**src/rtl/fifo_stream_reader.sv**
```systemverilog
`default_nettype none
// ============================================================================
// Module      : fifo_stream_reader
// Description : Drains a registered-read FIFO into a valid/ready stream through
//               a 2-entry skid buffer, sustaining one word per cycle.
// Revision    : 1.0 - initial release
// ============================================================================
module fifo_stream_reader #(
    parameter int WIDTH = 16,
    parameter int CNT_W = 16
) (
    input  logic             clock,
    input  logic             reset,
    input  logic             enable,
    input  logic             flush,
    input  logic             fifo_empty,
    input  logic [WIDTH-1:0] fifo_out,
    output logic             read,
    output logic [WIDTH-1:0] out_data,
    output logic             out_valid,
    input  logic             out_ready,
    output logic [CNT_W-1:0] word_count,
    output logic             busy
);

    logic [1:0]       occ_q, occ_d;
    logic             pending_q, pending_d;
    logic [WIDTH-1:0] entry0_q, entry0_d;
    logic [WIDTH-1:0] entry1_q, entry1_d;
    logic [CNT_W-1:0] count_q, count_d;
    logic             pop;
    logic [1:0]       occ_after_pop;
    logic [2:0]       committed;

    always_comb begin
        pop           = (occ_q != 2'd0) && out_ready;
        // Slots already spoken for once this cycle's pop has left the buffer.
        committed     = {1'b0, occ_q} + {2'b00, pending_q} - {2'b00, pop};
        read          = reset && enable && !flush && !fifo_empty && (committed < 3'd2);
        occ_after_pop = occ_q - {1'b0, pop};

        entry0_d  = entry0_q;
        entry1_d  = entry1_q;
        occ_d     = occ_after_pop;
        pending_d = read;
        count_d   = count_q + {{(CNT_W-1){1'b0}}, pop};

        if (pop) begin
            entry0_d = entry1_q;
        end

        if (flush) begin
            occ_d     = 2'd0;
            pending_d = 1'b0;
        end else if (pending_q) begin
            // The returning word lands at the tail after the pop shift.
            case (occ_after_pop)
                2'd0:    entry0_d = fifo_out;
                default: entry1_d = fifo_out;
            endcase
            occ_d = occ_after_pop + 2'd1;
        end
    end

    always_ff @(posedge clock or negedge reset) begin
        if (!reset) begin
            occ_q     <= 2'd0;
            pending_q <= 1'b0;
            entry0_q  <= '0;
            entry1_q  <= '0;
            count_q   <= '0;
        end else begin
            occ_q     <= occ_d;
            pending_q <= pending_d;
            entry0_q  <= entry0_d;
            entry1_q  <= entry1_d;
            count_q   <= count_d;
        end
    end

    assign out_valid  = (occ_q != 2'd0);
    assign out_data   = entry0_q;
    assign word_count = count_q;
    assign busy       = (occ_q != 2'd0) || pending_q;

endmodule
`default_nettype wire

```
**config.mk**
```make
export PLATFORM = sky130hd
export DESIGN_NAME = fifo_stream_reader
export DESIGN_NICKNAME = d
export VERILOG_FILES = /design/src/rtl/fifo_stream_reader.sv
export SDC_FILE = /design/constraint.sdc
export NUM_CORES = 1
export LEC_CHECK = 0
export CAP_MARGIN = 20
export CORE_ASPECT_RATIO = 0.75
export CORE_UTILIZATION = 52
export DETAILED_ROUTE_END_ITERATION = 8
export PLACE_DENSITY = 0.86
export SLEW_MARGIN = 20
export SYNTH_ARGS = -nofsm -noshare
export SYNTH_HDL_FRONTEND = slang
export SYNTH_SLANG_ARGS = --single-unit
export TNS_END_PERCENT = 30
```
**constraint.sdc**
```tcl
create_clock -name clock -period 4 [get_ports clock]
set_input_delay 0.4 -clock clock [delete_from_list [all_inputs] [get_ports clock]]
set_output_delay 0.4 -clock clock [all_outputs]
set_load 0.005 [all_outputs]
```
==> summary.txt, run 1 <==
Finish
  • Commonest cells after routing, fill and taps aside: clkdlybuf4s50_1 (55), dfrtp_1 (51), nand2_1 (36), nor2_1 (22)
  • Finished Cell Area: 2930 um^2
  • Storage cell area: 1280 um^2
  • Layout cells sized above 1: 0.122
  • Final nets: 288
  • Area Growth Syn to Fin: 31.6%
  • Post-Layout Cell Count: between 300 and 400
  • Filler cells: 293
  • Multi-input gate area: a little under 900 um^2
  • Commonest non-fill, non-tap cell in the layout: clkdlybuf4s50_1
  • N_diodes: 0

STA
  • Fmax: roughly 300 MHz
  • Measured slew at the worst slew-check pin: 815 ps
  • Fin. Hold Viols: 0
  • Period utilisation layout: 0.835
  • Slew margin rel.: 0.456
  • RSZ-0062 raised after global routing: false
  • Slew Viols, Final: 0
  • Clock Skews: 7.07 ps
  • Setup TNS: 0 ps
  • Minimum clock period: 3340 ps
  • Final-report setup violation count: 0

Die
  • Die X: 77.6 um
  • Die extent in y: 58.7 um
  • Io pins: 57
  • Core area: 4080 um^2
  • Die ar.: 4550 um^2
  • Std-Cell Rows: 20
  • Starting Density: 0.546

Logic synthesis
  • Syn Std Cell Area: 2230 um^2
  • Sequential share of the synthesized area: 0.573
  • Cell taking the most area after synthesis: dfrtp_1
  • Synthesized area per cell: between 10 and 15 um^2
  • Mapped Cells: 201
  • Synth cell types: 27
  • Post-synth net total: 228
  • YS warnings: 0
  • Seq cells post-synth: slightly above 50
  • Synth top area cells: dfrtp_1 (57%), mux2_2 (8.1%), nand2_1 (6.1%), xor2_1 (5.1%), a31oi_1 (4.5%)
  • Share of the synthesized area in the top cell type: 0.573

Setup path
  • WP data required: 3600 ps
  • Crit end category: output pin
  • CP arrival: a little under 3000 ps
  • CP Launch Type: register
  • Crit Path Class: register to output pin
  • Critical path fanouts, max: 18

Power and ir drop
  • Pwr per Cell Area: between 600 and 700 nW/um^2
  • Peak supply drop: 350 uV
  • Total power: 1.81 mW
  • Leak: ~1.3 nW

GRT
  • Initial antenna violation count: 0
  • Total track usage: 0.220
  • Vias in the first global route: 1602
  • Met1 Use GR: 0.303
  • GR peak layer: met2
  • Largest net degree at the start of global routing: 52
  • Met3 global-route usage: 0.0589
  • First-pass GRT wire length: 7580 um
  • Grt total ovfl: 0
  • Met2 usage: 0.338

CTS
  • CTS sink cnt: 51
  • Total CTS buffers: 5
  • Post-cts hold buffer count: 0
  • Post-CTS setup repair buffer count: 0
  • Cells resized by post-CTS repair: 0
  • CTS tree: done
  • Max Root-Sink Buffers: 2
  • Clk Latency, worst-skew pair: 300 ps
  • H-tree depth: 2
  • Clock Tree Root: clkbuf_8
  • Worst-path clk slew: 90 ps

Place
  • Cell area after placement: 2840 um^2
  • IO Port Bufs: 56
  • Routability cong.: about 0.80
  • Post-DP HPWL: 3220 um
  • Placed Cells: around 300

Routing
  • Number of detailed-route iterations in the first pass: 4
  • Final Routed Wirelength: 4560 um
  • Vias: 1678
  • Drt via density: 5.29
  • Iter 0 DRT Violations: 60
  • Post-route antenna net violation count: 0
  • DRC: 0
  • DR WL/cell: 14.4 um

Min path
  • Hold/Removal Path Class: input port to async pin

Run
  • Number of max-cap violations: 0

Outcome
  • Status: completed
-- worst paths after layout --
kind | start | endpoint | slack [ps] | cells past startpoint
hold reg to reg | word_count[15]$_DFF_PN0_ | word_count[15]$_DFF_PN0_ | 470 | 1
setup reg to reg | occ_q[1]$_DFF_PN0_ | entry1_q[15]$_DFFE_PN0P_ | 770 | 7
min in group clock | reset | pending_q$_DFF_PN0_ | 420 | 3
max in group asynchronous | reset | out_data[8]$_DFF_PN0_ | 3320 | 2
setup / recovery | occ_q[1]$_DFF_PN0_ | read | 660 | 6
hold / removal | reset | entry1_q[9]$_DFFE_PN0P_ | 240 | 2
-- area by class of cell --
class,instances,share of cell area
Multi-Input combinational cell,138,0.304
Tap cell,55,0.0235
Sequential cell,51,0.435
Timing Repair Buffer,59,0.197
Clock buffer,7,0.0294
Inverter,6,0.00768
Clock inverter,1,0.00299
-- power by group --
part	internal (mW)	switching (mW)
registers	0.700	0.122
clock network	0.142	0.161
logic	0.402	0.287
-- per-layer routing --
layer | up-vias | share of wire
met5 | - | 0
met4 | 0 | 0.018
met3 | 10 | 0.036
met2 | 33 | 0.47
met1 | 830 | 0.47
li1 | 805 | -
-- flip-flops by register name, indices dropped and copies added, names as in the netlist --
name,count
out_data,16
word_count,16
occ_q,2
pending_q,1
entry1_q,16
-- critical path: stages (launching register included) --
cell             delay (ps)
dfrtp_1                 470
o21ai_2                 690
nor2_1                  140
fa_1                    540
nand4b_1                100
nor3_1                  150
clkdlybuf4s50_1         540
-- synthesized netlist by cell type --
master / number
a211oi_1: 1
a31oi_1: 16
buf_2: 3
buf_8: 1
clkbuf_1: 2
clkinv_1: 1
dfrtp_1: 51
fa_1: 1
ha_1: 4
inv_1: 4
inv_2: 1
mux2_2: 16
nand2_1: 36
nand3_1: 4
nand3_2: 1
nand3b_1: 1
nand4_1: 3
nand4b_1: 1
nor2_1: 22
nor3_1: 6
nor3_4: 1
nor4_1: 4
o21ai_2: 1
or2_2: 1
or3_1: 1
xnor2_1: 5
xor2_1: 13
-- per-stage QoR --
step	utilization	hold WS [ps]	setup WS (ps)
finish	0.719	238	659
global route	0.719	290	408
CTS	0.719	270	666
detailed placement	0.695	459	755
global placement	0.695	455	866
floorplan	-	104	1340
-- logic make-up after synthesis --
group,synth area share
muxes,0.0809
and+or+nand+nor,0.165
xor gates and xnor gates,0.0708
DFF,0.573
buffers and inverters,0.0270
adders and majority gates,0.0315
AOI/OAI and AO/OA,0.0523
Power figures use the tool's default switching activity.
==> inputs of run 2 (changes only) <==
--- a/config.mk
+++ b/config.mk
@@ -7,9 +7,9 @@
 export LEC_CHECK = 0
 export CAP_MARGIN = 20
 export CORE_ASPECT_RATIO = 0.75
-export CORE_UTILIZATION = 52
+export CORE_UTILIZATION = 48
 export DETAILED_ROUTE_END_ITERATION = 8
-export PLACE_DENSITY = 0.86
+export PLACE_DENSITY = 0.81
 export SLEW_MARGIN = 20
 export SYNTH_ARGS = -nofsm -noshare
 export SYNTH_HDL_FRONTEND = slang
==> constraint.sdc (replaced) <==
create_clock -name clock -period 3.2 [get_ports clock]
set_input_delay 0.32 -clock clock [delete_from_list [all_inputs] [get_ports clock]]
set_output_delay 0.32 -clock clock [all_outputs]
set_load 0.005 [all_outputs]
==> summary.txt, run 2 (same netlist as run 1, synthesis figures left out) <==
Outcome
  • Status: completed

Routing
  • DR WL/cell: around 14 um
  • Post-route antenna net violation count: 0
  • DRC: 0
  • Vias: 1646
  • Drt via density: 5.11
  • Iter 0 DRT Violations: 86
  • Final Routed Wirelength: 4410 um
  • Number of detailed-route iterations in the first pass: 4

Place
  • DP Worst Slack: 498 ps
  • Placed Cells: about 310
  • IO Port Bufs: 56
  • Post-DP HPWL: 3090 um
  • Routability cong.: 0.764

Die
  • Starting Density: 0.499
  • Die ar.: 4920 um^2
  • Io pins: 57
  • Die X: 80.7 um
  • Std-Cell Rows: 21
  • Core area: 4470 um^2
  • Die extent in y: between 60 and 70 um

Min path
  • Hold/Removal Path Class: input port to async pin

CTS
  • Cells resized by post-CTS repair: 0
  • Post-CTS setup repair buffer count: 0
  • H-tree depth: 2
  • CTS tree: done
  • Max Root-Sink Buffers: 2
  • CTS sink cnt: 51
  • Post-cts hold buffer count: 0
  • Total CTS buffers: 5
  • Worst-path clk slew: 90 ps
  • Clk Latency, worst-skew pair: 290 ps
  • Clock Tree Root: clkbuf_8

GRT
  • Grt total ovfl: 0
  • First-pass GRT wire length: 7160 um
  • Vias in the first global route: approximately 1500
  • Initial antenna violation count: 0
  • Total track usage: 0.198
  • Largest net degree at the start of global routing: 52

Setup path
  • CP arrival: 2610 ps
  • CP bufs+invs: 1
  • Crit Path Class: register to output pin
  • WP data required: roughly 2900 ps
  • Crit path cell chain: o21ai_2 > nor2_1 > fa_1 > nand4b_1 > nor3_1 > clkdlybuf4s50_1
  • Slowest cell on crit path: fa_1
  • CP Launch Type: register
  • Worst path max stage delay: 520 ps
  • CP top delay family: adder cells
  • Critical path fanouts, max: 10
  • Crit end category: output pin

STA
  • Final-report setup violation count: 0
  • Final Worst Setup Slack: 271 ps
  • Clock Skews: 4.34 ps
  • Setup TNS: 0 ps
  • Minimum clock period: slightly below 3000 ps
  • Measured slew at the worst slew-check pin: 625 ps
  • Slew Viols, Final: 0
  • Fin. Hold Viols: 0
  • Hold slack final: 171 ps
  • Period utilisation layout: 0.915
  • Fmax: 341 MHz
  • RSZ-0062 raised after global routing: false
  • Slew margin rel.: 0.583

Finish
  • Post-Layout Cell Count: 322
  • Commonest cells after routing, fill and taps aside: clkdlybuf4s50_1 (55), dfrtp_1 (51), nand2_1 (36), nor2_1 (22)
  • Filler cells: 369
  • Area Growth Syn to Fin: 32.1%
  • Final nets: 291
  • Layout cells sized above 1: 0.128
  • N_diodes: 0
  • Commonest non-fill, non-tap cell in the layout: clkdlybuf4s50_1

Power and ir drop
  • Peak supply drop: 375 uV
  • Leak: 1.33 nW
  • Pwr per Cell Area: ~760 nW/um^2
  • Total power: 2.24 mW

Run
  • Number of max-cap violations: 0
## run 2: changes by cell type in the layout (fill, tap and decap cells not counted)
cell,delta
buf_4,+3
clkbuf_1,+1
clkbuf_8,-1
clkinv_2,+1
clkinv_4,-1
## run 2: path summary, 6_finish.rpt
kind | from | end | slack (ps) | cells past startpoint
min in group clock | reset | pending_q$_DFF_PN0_ | 350 | 3
setup reg to reg | occ_q[1]$_DFF_PN0_ | entry1_q[9]$_DFFE_PN0P_ | 610 | 8
setup / recovery | occ_q[1]$_DFF_PN0_ | read | 270 | 6
hold reg to reg | word_count[15]$_DFF_PN0_ | word_count[15]$_DFF_PN0_ | 480 | 1
hold / removal | reset | word_count[6]$_DFF_PN0_ | 170 | 2
max in group asynchronous | reset | word_count[1]$_DFF_PN0_ | 2610 | 2
## run 2: layout make-up
| class | count | area [um^2] | area share |
|---|---|---|---|
| Sequential cell | 51 | 1280 | 0.434 |
| Multi-Input combinational cell | 138 | 891 | 0.303 |
| Timing Repair Buffer | 62 | 601 | 0.204 |
| Clock buffer | 7 | 76.3 | 0.0259 |
| Tap cell | 57 | 71.3 | 0.0242 |
| Inverter | 6 | 22.5 | 0.00765 |
| Clock inverter | 1 | 5.00 | 0.00170 |
## run 2: report_power, final
group	internal [mW]	switching (mW)
sequential	0.875	0.154
clock	0.154	0.199
combinational	0.510	0.353
## run 2: metal layers
metal,vias up,wire length (um),global-route usage
li1,808,-,-
met1,792,2210,0.297
met2,41,1990,0.293
met3,5,182,0.0406
met4,0,31,0.0536
met5,-,0,0
## run 2: per-stage QoR
| stage | utilization | cell area (um^2) |
|---|---|---|
| after CTS | 0.659 | 2940 |
| after floorplan | - | 2230 |
| final | 0.659 | 2940 |
| after global placement | 0.641 | 2860 |
| after global routing | 0.659 | 2940 |
| after detailed placement | 0.641 | 2860 |
